--- src/rtl/data_mem_bridge.sv ---
// data_mem_bridge
//   Sits between the CPU data port and a req/ready memory. Stores are posted
//   into a small FIFO so the CPU keeps running; loads first drain the FIFO
//   (program order), then issue a read and stall the CPU until data returns.
//
// Ports
//   clock, reset          clock (posedge) and asynchronous active-low reset
//   cpuWrite / cpuRead    CPU store / load this cycle (cpuRead held while stalled)
//   cpuAddr               byte address for store or load
//   cpuWData / cpuWMask   store data and per-bit mask
//   cpuRData              load data, valid while the load is being retired
//   stall                 CPU must hold its current instruction
//   memReq / memWrite     registered request, 1 = write / 0 = read
//   memAddr/WData/WMask   registered request payload, stable until accepted
//   memReady              memory accepts the request (memReq & memReady)
//   memRData / memRValid  read return, sampled only while waiting for it
module data_mem_bridge #(
  parameter int unsigned DataWidth   = 32,
  parameter int unsigned BufferDepth = 4
) (
  input  logic                 clock,
  input  logic                 reset,
  input  logic                 cpuWrite,
  input  logic                 cpuRead,
  input  logic [DataWidth-1:0] cpuAddr,
  input  logic [DataWidth-1:0] cpuWData,
  input  logic [DataWidth-1:0] cpuWMask,
  output logic [DataWidth-1:0] cpuRData,
  output logic                 stall,
  output logic                 memReq,
  output logic                 memWrite,
  output logic [DataWidth-1:0] memAddr,
  output logic [DataWidth-1:0] memWData,
  output logic [DataWidth-1:0] memWMask,
  input  logic                 memReady,
  input  logic [DataWidth-1:0] memRData,
  input  logic                 memRValid
);

  localparam int unsigned PtrW = $clog2(BufferDepth);

  typedef enum logic [2:0] {
    IDLE,
    DRAIN,
    READ_REQ,
    READ_WAIT,
    READ_DONE
  } state_t;

  state_t r_state, w_state_nxt;

  logic [DataWidth-1:0] r_fifo_addr [BufferDepth];
  logic [DataWidth-1:0] r_fifo_data [BufferDepth];
  logic [DataWidth-1:0] r_fifo_mask [BufferDepth];
  logic [PtrW-1:0]      r_wr_ptr, r_rd_ptr;
  logic [PtrW:0]        r_count, w_count_nxt;

  logic                 r_mem_req, r_mem_write;
  logic [DataWidth-1:0] r_mem_addr, r_mem_wdata, r_mem_wmask, r_cpu_rdata;

  logic w_full, w_rd, w_stall, w_push, w_pop, w_issue_wr, w_issue_rd;

  // A simultaneous load and store is treated purely as a store.
  assign w_rd    = cpuRead & ~cpuWrite;
  assign w_full  = (r_count == (PtrW+1)'(BufferDepth));
  assign w_stall = reset & ((cpuWrite & w_full) | (w_rd & (r_state != READ_DONE)));
  assign w_push  = cpuWrite & ~w_stall;
  assign w_pop   = r_mem_req & r_mem_write & memReady;
  assign w_count_nxt = r_count + (PtrW+1)'(w_push) - (PtrW+1)'(w_pop);

  // New write only from an idle request slot, so a transfer is always
  // followed by one request-free cycle before the next head is presented.
  assign w_issue_wr = ~r_mem_req & ((r_state == IDLE) | (r_state == DRAIN)) &
                      (r_count != '0);
  assign w_issue_rd = (w_state_nxt == READ_REQ) & (r_state != READ_REQ);

  always_comb begin
    w_state_nxt = r_state;
    unique case (r_state)
      // If the only buffered store leaves on this very edge, go straight to
      // the read rather than parking in DRAIN with nothing left to drain.
      IDLE:      if (w_rd) w_state_nxt = (w_count_nxt == '0) ? READ_REQ : DRAIN;
      DRAIN:     if (w_count_nxt == '0) w_state_nxt = READ_REQ;
      READ_REQ:  if (memReady) w_state_nxt = READ_WAIT;
      READ_WAIT: if (memRValid) w_state_nxt = READ_DONE;
      READ_DONE: w_state_nxt = IDLE;
      default:   w_state_nxt = IDLE;
    endcase
  end

  always_ff @(posedge clock or negedge reset) begin
    if (!reset) begin
      r_state     <= IDLE;
      r_wr_ptr    <= '0;
      r_rd_ptr    <= '0;
      r_count     <= '0;
      r_cpu_rdata <= '0;
    end else begin
      r_state <= w_state_nxt;
      r_count <= w_count_nxt;
      if (w_push) r_wr_ptr <= r_wr_ptr + PtrW'(1);
      if (w_pop)  r_rd_ptr <= r_rd_ptr + PtrW'(1);
      if ((r_state == READ_WAIT) && memRValid) r_cpu_rdata <= memRData;
    end
  end

  always_ff @(posedge clock) begin
    if (w_push) begin
      r_fifo_addr[r_wr_ptr] <= cpuAddr;
      r_fifo_data[r_wr_ptr] <= cpuWData;
      r_fifo_mask[r_wr_ptr] <= cpuWMask;
    end
  end

  always_ff @(posedge clock or negedge reset) begin
    if (!reset) begin
      r_mem_req   <= 1'b0;
      r_mem_write <= 1'b0;
      r_mem_addr  <= '0;
      r_mem_wdata <= '0;
      r_mem_wmask <= '0;
    end else if (w_issue_rd) begin
      r_mem_req   <= 1'b1;
      r_mem_write <= 1'b0;
      r_mem_addr  <= cpuAddr;
    end else if (w_issue_wr) begin
      r_mem_req   <= 1'b1;
      r_mem_write <= 1'b1;
      r_mem_addr  <= r_fifo_addr[r_rd_ptr];
      r_mem_wdata <= r_fifo_data[r_rd_ptr];
      r_mem_wmask <= r_fifo_mask[r_rd_ptr];
    end else if (r_mem_req && memReady) begin
      r_mem_req <= 1'b0;
    end
  end

  assign memReq   = r_mem_req;
  assign memWrite = r_mem_write;
  assign memAddr  = r_mem_addr;
  assign memWData = r_mem_wdata;
  assign memWMask = r_mem_wmask;
  assign cpuRData = r_cpu_rdata;
  assign stall    = w_stall;

  a_no_load_and_store: assert property (@(posedge clock) disable iff (!reset)
    !(cpuWrite && cpuRead));

endmodule

--- config.mk ---
export PLATFORM = sky130hd
export DESIGN_NAME = data_mem_bridge
export DESIGN_NICKNAME = d
export VERILOG_FILES = /design/src/rtl/data_mem_bridge.sv
export SDC_FILE = /design/constraint.sdc
export NUM_CORES = 1
export LEC_CHECK = 0
export BUFFER_PORTS_ARGS = -buffer_cell sky130_fd_sc_hd__buf_2
export CORE_MARGIN = 3
export CORE_UTILIZATION = 29
export DETAILED_ROUTE_END_ITERATION = 6
export GPL_TIMING_DRIVEN = 0
export REMOVE_ABC_BUFFERS = 1
export SKIP_LAST_GASP = 1
export SLEW_MARGIN = 30
export SYNTH_ARGS = -nofsm -noshare
export SYNTH_HDL_FRONTEND = slang
export SYNTH_SLANG_ARGS = --single-unit
--- constraint.sdc ---
create_clock -name clock -period 9.9 [get_ports clock]
set_input_delay 1.98 -clock clock [delete_from_list [all_inputs] [get_ports clock]]
set_output_delay 1.98 -clock clock [all_outputs]
set_load 0.005 [all_outputs]
==> summary.txt, run 1 <==
Outcome
  – Status: finished, final reports clean

Yosys
  – Top-count cell post-synth: edfxtp_1
  – Post-synth EDFFs: 384
  – Ys async rst share: 26.7%
  – Yosys reg bits: 524
  – Synth top area share: 58.6%
  – Cells after synthesis: 944
  – Synth cell count leaders: 384 x edfxtp_1, 140 x dfrtp_1, 96 x mux4_2, 69 x nand2_1, 60 x mux2_4
  – Synth Area per Inst: 20.9 µm²
  – Syn Std Cell Area: 19700 µm²
  – Synth area leader: edfxtp_1
  – Primary FF master, synth: edfxtp_1
  – Distinct cell type count after synthesis: 32
  – Main area contributors after synthesis: edfxtp_1 59%, dfrtp_1 18%, mux4_2 11%
  – Seq/Total Area, Yosys: 76.3%
  – Yosys warning total: 0

Timing
  – Slew margin rel.: 52.8%
  – Final setup TNS: 0 ps
  – Clock skew: 16.8 ps
  – Final setup fails: 0
  – Hold Fails Final Rpt: 0
  – Worst hold slack: 481 ps
  – Crit share post-route: 58.9%
  – Fmax: 0.171 GHz
  – Crit path time final: 5830 ps
  – Slew at the pin closest to its max-slew limit: 705 ps
  – RSZ-0062 raised after global routing: false
  – Max-slew violations: 0

Clock tree
  – PostCTS Resize Cnt: 0
  – Total CTS buffers: 57
  – CTS clk-pin slew, worst paths: 60 ps
  – Clk root buf: clkbuf_16
  – # clock sinks: 524
  – CTS tree: yes
  – Post-CTS Repair Setup Buffers: 0
  – Hold Buf Count CTS: 0
  – Longest Clk Path Bufs: 3
  – Clock Latency Late Sink: 600 ps
  – # H-tree levels: 2

Hold path
  – Hold path endpoint: memWData[27]
  – Hold path depth: 1
  – HP Class: reg -> reg
  – Min-delay src: memWData[27]

Place
  – Hpwl dp: 27.5 mm
  – Post-place instance area: 22500 µm²
  – IO buf count: 264
  – GPL Wtd Cong: 0.709

GRT
  – Largest net degree at the start of global routing: 74
  – Number of global-route vias before repair: 10700
  – GRT Util Overall: 12.1%
  – First-pass GRT wire length: 65.8 mm
  – Initial antenna violation count: 8
  – Overflow after GRT: 0

Die
  – Row Count: 94
  – # IOs: 265
  – Core ar.: 66600 µm²
  – Die H: 267 µm
  – Total die area: 71100 µm²
  – Initial Util: 29.6%
  – Width of the die: 267 µm

Detailed routing
  – Initial DRC count: 537
  – DR DRC count: 0
  – DRT Wirelength: 43.2 mm
  – ANT nets after route: 0
  – Via count: 9809
  – Drt first pass iters: 5
  – Wirelength per Cell: 20.0 µm
  – Via density: 4.53

Power and ir drop
  – PnR Total Power: 8.03 mW
  – Sw Share: 28.8%
  – Power share of the combinational group: 31.8%
  – Power Density: 328 nW/µm²
  – Clk pwr share: 27.3%
  – Flop pwr share: 40.9%
  – Switching pwr: 2.31 mW
  – Maximum VDD drop: 243 µV
  – Cell internal pwr: 5.71 mW
  – Static Leak: 9.20 nW

Final layout
  – Layout Area Growth over Synthesis: 24.5%
  – Finished Core Util: 36.8%
  – Cell area after layout: 24500 µm²
  – Share of layout cells above drive strength 1: 42.7%
  – # nets final: 1391

Worst setup path
  – R2R cell count: 14
  – Worst r2r dst: memWMask[31]
  – Worst R2R Setup Slack: 5600 ps
  – Worst setup SP type: primary input
  – Critical path data arrival time: 6300 ps
  – Critical R2R Launch: r_count[1]
  – Crit path kind: in -> reg
  – Worst setup EP type: flip-flop
  – Worst EP required: 10370 ps
  – Crit-path max FO: 73

Flow run
  – Max Cap Viol: 0
-- state kept, by name, indices dropped and copies added, names as in the netlist, 2 cells and up --
signal	cells
memAddr	32
memWMask	32
cpuRData	32
r_count	3
r_fifo_addr	128
memWData	32
r_fifo_mask	128
r_wr_ptr	2
r_state	3
r_fifo_data	128
r_rd_ptr	2
-- worst max path at each step --
| stage | from | to | slack, ps | depth (start not counted) |
|---|---|---|---|---|
| 3_3_place_gp | reset | memWMask[30] | -2950 | 11 |
| 4_1_cts | reset | memWMask[31] | 4090 | 15 |
| 3_5_place_dp | reset | memWData[26] | 3420 | 15 |
| 2_1_floorplan | cpuWrite | memWData[25] | 2680 | 11 |
| 6_report | reset | memWMask[31] | 4070 | 15 |
| 5_1_grt | reset | memWMask[31] | 3850 | 15 |
-- cell type report --
class                   instances  area (µm²)
diodes                          4        10.0
inverters                      10        37.5
clock inverters                32         384
flip-flops and latches        524       15000
clock buffers                  74        1590
fillers                      6191       42100
multi-input cells             364        4410
repair buffers                293        1960
well taps                     864        1080
-- routing by layer --
layer  global-route usage [%]  vias up  wire (µm)
met5                        0        -         49
met4                     4.36        8       1270
met3                     2.93       84       2440
met2                     20.8      215      21800
met1                     15.0     5157      17700
li1                         -     4345          -
-- cell families after synthesis --
| family | count (synthesis) | synth area share [%] |
|---|---|---|
| flops | 524 | 76.3 |
| fa+ha+maj | 7 | 0.483 |
| simple gates | 121 | 2.52 |
| buf+inv | 56 | 1.45 |
| xor+xnor | 4 | 0.261 |
| compound gates | 40 | 1.33 |
| mux | 192 | 17.6 |
-- stage by stage --
step	cells	worst slack [ps]
2_1_floorplan	898	2680
3_3_place_gp	2026	-2950
3_5_place_dp	2055	3420
4_1_cts	2161	4090
5_1_grt	2163	3850
6_report	2165	4070
-- power groups by stage --
stage	registers (mW)	clock network [mW]	logic, mW
after global routing	3.34	2.36	2.80
final	3.28	2.19	2.56
after global placement	3.57	0	2.48
after detailed placement	3.33	0	2.64
after CTS	3.29	2.27	2.64
after floorplan	3.43	0	1.58
-- cells in the final DEF, fill, tap and decap left out, drive strengths merged, types with 5 or more instances in the layout --
| cell type | netlist | layout |
|---|---|---|
| ha | 6 | 6 |
| bufinv | 0 | 8 |
| edfxtp | 384 | 384 |
| mux4 | 96 | 96 |
| a31oi | 34 | 34 |
| clkbuf | 27 | 74 |
| nor2 | 36 | 36 |
| and2 | 5 | 5 |
| inv | 10 | 11 |
| mux2 | 96 | 96 |
| dfrtp | 140 | 140 |
| clkinv | 0 | 20 |
| buf | 19 | 293 |
| nand2 | 69 | 69 |
-- worst max-delay path, stage by stage --
cell       delay, ps
buf_8            160
buf_16           220
a31oi_1          680
inv_1            100
ha_1             300
inv_1             40
ha_1             180
fa_1             390
xor3_2           270
o2111ai_4        240
buf_16           220
and2_4           410
buf_16           290
buf_12           250
mux2_1           340
(Power assumes the default switching activity.)
==> run 2: changes to the inputs <==
--- a/config.mk
+++ b/config.mk
@@ -5,6 +5,7 @@
 export SDC_FILE = /design/constraint.sdc
 export NUM_CORES = 1
 export LEC_CHECK = 0
+export ABC_AREA = 1
 export BUFFER_PORTS_ARGS = -buffer_cell sky130_fd_sc_hd__buf_2
 export CORE_MARGIN = 3
 export CORE_UTILIZATION = 29
==> constraint.sdc (replaced) <==
create_clock -name clock -period 5.3 [get_ports clock]
set_input_delay 1.06 -clock clock [delete_from_list [all_inputs] [get_ports clock]]
set_output_delay 1.06 -clock clock [all_outputs]
set_load 0.005 [all_outputs]
==> summary.txt, run 2 <==
Outcome
  – Status: finished, final reports clean

Detailed routing
  – Via density: 4.69
  – Via count: 14000
  – Initial DRC count: 944
  – DR DRC count: 0
  – ANT nets after route: 0
  – Drt first pass iters: 7
  – Wirelength per Cell: 18.1 µm
  – DRT Wirelength: 53.7 mm

Worst setup path
  – Critical path data arrival time: 4870 ps
  – R2R cell count: 16
  – Worst setup SP type: primary input
  – Worst setup EP type: flip-flop
  – Worst EP required: 5840 ps
  – Crit path kind: in -> reg
  – Worst r2r dst: memWData[26]
  – Crit-path max FO: 79
  – Worst R2R Setup Slack: 1340 ps
  – Critical R2R Launch: r_state[0]

Power and ir drop
  – PnR Total Power: 15.5 mW
  – Power Density: 605 nW/µm²
  – Static Leak: 10.5 nW
  – Maximum VDD drop: 414 µV

Timing
  – Max-slew violations: 0
  – Crit share post-route: 81.8%
  – Fmax: 0.231 GHz
  – RSZ-0062 raised after global routing: false
  – Hold Fails Final Rpt: 0
  – Clock skew: 16.8 ps
  – Slew at the pin closest to its max-slew limit: 925 ps
  – Slew margin rel.: 38.3%
  – Final setup TNS: 0 ps
  – Crit path time final: 4340 ps
  – Final setup fails: 0

Yosys
  – Yosys warning total: 0
  – Primary FF master, synth: edfxtp_1
  – Post-synthesis mux area share: 0%
  – Post-synth EDFFs: 384
  – Yosys reg bits: 524
  – Seq/Total Area, Yosys: 73.5%
  – Distinct cell type count after synthesis: 24
  – Ys async rst share: 26.7%
  – Main area contributors after synthesis: edfxtp_1 56%, dfrtp_1 17%, nand2_1 7.9%
  – Synth top area share: 56.4%
  – Main combinational cell family by area after synthesis: simple AND/OR/NAND/NOR gates
  – Top-count cell post-synth: nand2_1
  – Cells after synthesis: 1734
  – Syn Std Cell Area: 20400 µm²
  – Post-synthesis adder-cell area fraction: 0.465%
  – Synth area leader: edfxtp_1
  – Synth cell count leaders: 431 x nand2_1, 384 x edfxtp_1, 199 x nand3_1, 140 x dfrtp_1, 140 x nor2_1
  – Synth Area in Compound Gates: 6.47%
  – Synth Area per Inst: 11.8 µm²
  – Xor/xnor share of the synthesized area: 0.129%
  – Synth Area in Simple Gates: 15.5%

Place
  – GPL Wtd Cong: 0.823
  – Hpwl dp: 33.9 mm
  – DP Cell Count: 2865
  – IO buf count: 264
  – Post-place instance area: 23700 µm²

Clock tree
  – CTS tree: yes
  – Hold Buf Count CTS: 0
  – Total CTS buffers: 56
  – CTS clk-pin slew, worst paths: 60 ps
  – Clock Latency Late Sink: 600 ps
  – Longest Clk Path Bufs: 3
  – # H-tree levels: 2
  – PostCTS Resize Cnt: 0
  – Clk root buf: clkbuf_16
  – # clock sinks: 524
  – Post-CTS Repair Setup Buffers: 0

GRT
  – Initial antenna violation count: 8
  – Number of global-route vias before repair: 14200
  – Largest net degree at the start of global routing: 104
  – Overflow after GRT: 0
  – First-pass GRT wire length: 83.1 mm
  – GRT Util Overall: 14.4%

Hold path
  – HP Class: in -> async

Final layout
  – Cell area after layout: 25600 µm²
  – Multi-input gate area: 4690 µm²
  – Layout Area Growth over Synthesis: 25.4%
  – Non-filler cells, final: 2975
  – Finished Core Util: 37.0%
  – Share of layout cells above drive strength 1: 20.5%
  – Most frequent cells in the layout: 431 x nand2_1, 384 x edfxtp_1, 263 x buf_2
  – # nets final: 2133
  – Top Registers: r_fifo_addr x128, r_fifo_data x128, r_fifo_mask x128
  – Commonest non-fill, non-tap cell in the layout: nand2_1
  – FF/Latch Area: 15000 µm²
  – FILL cells: 6689

Die
  – Initial Util: 29.6%
  – Width of the die: 272 µm
  – Die H: 272 µm
  – Row Count: 96
  – Total die area: 73700 µm²
  – # IOs: 265
  – Core ar.: 69200 µm²

Flow run
  – Max Cap Viol: 0
## run 2: cell types whose count changed after synthesis, sizes merged, moves of 5 or more
cell,change
buf,+34
mux4,-96
a31oi,-34
nand2,+363
mux2,-96
inv,+79
o21ai,+127
nor2,+104
nand3,+197
o22ai,+63
and2,-5
clkbuf,+28
o211ai,+33
## run 2: critical path: stages
cell	delay, ps
buf_8	140
buf_16	310
nand2_1	180
nand2_1	410
ha_1	310
inv_1	50
ha_1	170
fa_1	450
nor2_1	260
nand4_4	390
buf_12	310
nand2_8	400
nand2_1	110
nand2_1	80
## run 2: cells by family (layout without fill, tap and decap cells)
logic type      after synthesis  count (layout)
xor+xnor                      3               3
buf+inv                     198             504
flops                       524             524
other cells                   0               4
fa+ha+maj                     7               7
compound gates              229             229
simple gates                773             773
## run 2: worst max path at each step
stage / startpoint / depth (start not counted) / to / slack, ps
floorplan: r_rd_ptr[0] / 5 / memWData[0] / -1070
global placement: reset / 12 / memWData[5] / -8120
detailed placement: reset / 14 / memWMask[8] / 290
CTS: reset / 14 / memWMask[8] / 940
global route: reset / 14 / memWData[5] / 660
finish: reset / 14 / memWData[26] / 960
## run 2: layout make-up
type | count | share of cell area [%]
flip-flops and latches | 524 | 58.7
multi-input cells | 1012 | 18.3
repair buffers | 308 | 9.66
clock buffers | 76 | 6.19
well taps | 931 | 4.55
inverters | 90 | 1.40
clock inverters | 30 | 1.20
diodes | 4 | 0.0391
## run 2: power breakdown
part           internal (mW)  switching, mW
clock network           2.31           1.62
logic                   2.02           3.56
registers               5.53          0.475
## run 2: layer usage
metal  vias up  routed length, µm  track usage (%)
met1      6910              22300             17.8
met4         8               1170             4.28
met2       407              26800             25.1
met3        85               3420             3.27
li1       6541                  -                -
met5         -                 67                0
## run 2: through the flow
stage	setup slack (ps)	hold WS, ps
2_1_floorplan	-1070	465
5_1_grt	661	227
6_report	963	264
4_1_cts	943	217
3_5_place_dp	290	453
3_3_place_gp	-8120	448
==> run 3: changes to the inputs <==
==> constraint.sdc (replaced) <==
create_clock -name clock -period 4.1 [get_ports clock]
set_input_delay 0.82 -clock clock [delete_from_list [all_inputs] [get_ports clock]]
set_output_delay 0.82 -clock clock [all_outputs]
set_load 0.005 [all_outputs]
==> summary.txt, run 3 (synthesis results as in run 2) <==
Outcome
  – Status: finished, final reports clean

Power and ir drop
  – Sw Share: 36.6%
  – Maximum VDD drop: 548 µV
  – Cell internal pwr: 12.7 mW
  – PnR Total Power: 20.1 mW
  – Switching pwr: 7.36 mW
  – Flop pwr share: 38.6%
  – Power share of the combinational group: 36.1%
  – Power Density: 783 nW/µm²
  – Clk pwr share: 25.3%
  – Static Leak: 10.5 nW

Clock tree
  – # clock sinks: 524
  – Total CTS buffers: 56
  – Clk root buf: clkbuf_16
  – Post-CTS Repair Setup Buffers: 0
  – Clock Latency Late Sink: 600 ps
  – Longest Clk Path Bufs: 3
  – CTS clk-pin slew, worst paths: 60 ps
  – # H-tree levels: 2
  – CTS tree: yes

Worst setup path
  – Worst EP required: 4590 ps
  – Cell Chain, Critical Path: buf_8, buf_16, nand2_1, nand2_2, ha_1, inv_1, ha_1, fa_1, nor2_1, nand4_4, buf_16, buf_12, buf_12, nand3_1, nand2_1
  – Max stage delay on crit path: 450 ps
  – Slowest CP cell: fa_1
  – Crit path kind: in -> reg
  – Worst setup EP type: flip-flop
  – Worst setup SP type: primary input
  – Crit-path max FO: 79
  – Critical path data arrival time: 4320 ps

Detailed routing
  – DR DRC count: 0
  – Drt first pass iters: 5
  – Via density: 4.68
  – ANT nets after route: 0
  – Initial DRC count: 849
  – DRT Wirelength: 54.2 mm
  – Wirelength per Cell: 18.2 µm
  – Via count: 13900

Place
  – Hpwl dp: 33.9 mm
  – IO buf count: 264
  – GPL Wtd Cong: 0.823

Final layout
  – Layout Area Growth over Synthesis: 25.5%
  – Commonest non-fill, non-tap cell in the layout: nand2_1
  – Most frequent cells in the layout: 430 x nand2_1, 384 x edfxtp_1, 263 x buf_2
  – Multi-input gate area: 4710 µm²
  – Share of layout cells above drive strength 1: 20.6%
  – # nets final: 2135
  – Top Registers: r_fifo_addr x128, r_fifo_data x128, r_fifo_mask x128
  – FF/Latch Area: 15000 µm²
  – FILL cells: 6686

Timing
  – Final setup fails: 0
  – Max-slew violations: 0
  – Final setup TNS: 0 ps
  – Hold Fails Final Rpt: 0
  – Crit share post-route: 93.5%
  – RSZ-0062 raised after global routing: false
  – Slew margin rel.: 38.4%
  – Fmax: 0.261 GHz
  – Clock skew: 16.3 ps
  – Crit path time final: 3830 ps
  – Slew at the pin closest to its max-slew limit: 923 ps

Die
  – Total die area: 73700 µm²
  – Initial Util: 29.6%
  – Core ar.: 69200 µm²
  – # IOs: 265
  – Row Count: 96
  – Width of the die: 272 µm
  – Die H: 272 µm

GRT
  – GRT Util Overall: 14.5%
  – Number of global-route vias before repair: 14200
  – Overflow after GRT: 0
  – Largest net degree at the start of global routing: 104
  – First-pass GRT wire length: 83.5 mm
  – Initial antenna violation count: 9

Hold path
  – HP Class: in -> async

Flow run
  – Max Cap Viol: 0
==> run 3: changes by cell type in the layout (fill, tap and decap cells not counted) <==
cell           delta
diode_2           +1
nand2_2           +1
nand2_8           +1
dlygate4sd3_1     +1
nand2_1           -1
==> run 3: power by group through the flow <==
stage               logic, mW  registers (mW)  clock network (mW)
finish                   7.27            7.76                5.08
global route             8.13            7.89                5.48
CTS                      7.43            7.76                5.25
detailed placement       7.37            7.86                   0
global placement         5.93            8.37                   0
floorplan                3.62            8.10                   0
==> run 3: routing by layer <==
metal / wire length (µm) / global-route usage, %
met1: 22600 / 18.0
met3: 3430 / 3.30
met4: 1150 / 4.45
met5: 62 / 0
met2: 26900 / 25.1
==> run 3: repair_timing <==
action,in CTS,in global routing
pin swaps,1,0
gates resized for setup,0,2
hold buffers,1,0
hold endpoints to repair,7,0
gates cloned,1,0
endpoints found under the setup margin,10,58
==> run 3: worst paths after layout <==
path / start / endpoint / slack (ps) / cells after the start
max in group asynchronous: reset / memWData[27] / 3080 / 2
hold reg to reg: cpuRData[19] / cpuRData[19] / 460 / 2
setup reg to reg: r_state[0] / memWData[10] / 350 / 17
hold / removal: reset / memWMask[20] / 200 / 2
setup / recovery: reset / memWData[10] / 270 / 15
min in group clock: cpuWData[11] / r_fifo_data[0][11] / 430 / 1
==> run 3: cell type report <==
type / instances / area share (%)
Clock buffer: 76 / 6.18
Inverter: 90 / 1.39
Tap cell: 931 / 4.54
Timing Repair Buffer: 309 / 9.68
Antenna cell: 5 / 0.0488
Multi-Input combinational cell: 1013 / 18.4
Clock inverter: 30 / 1.19
Sequential cell: 524 / 58.6
==> run 3: stage by stage <==
stage / instance area [µm²] / cells / hold slack [ps] / setup slack (ps) / util [%]
global placement: 22500 / 2821 / 448 / -9080 / 32.5
CTS: 25600 / 2973 / 197 / 97.3 / 37.1
floorplan: 20000 / 1626 / 465 / -2270 / -
detailed placement: 23700 / 2865 / 453 / -670 / 34.3
global route: 25700 / 2976 / 216 / 76.7 / 37.1
finish: 25700 / 2978 / 203 / 268 / 37.1
==> run 3: worst max-delay path, delay by kind of cell <==
family | cells | cell delay, ps
fa+ha+maj | 3 | 900
simple gates | 6 | 1290
buf+inv | 6 | 1120
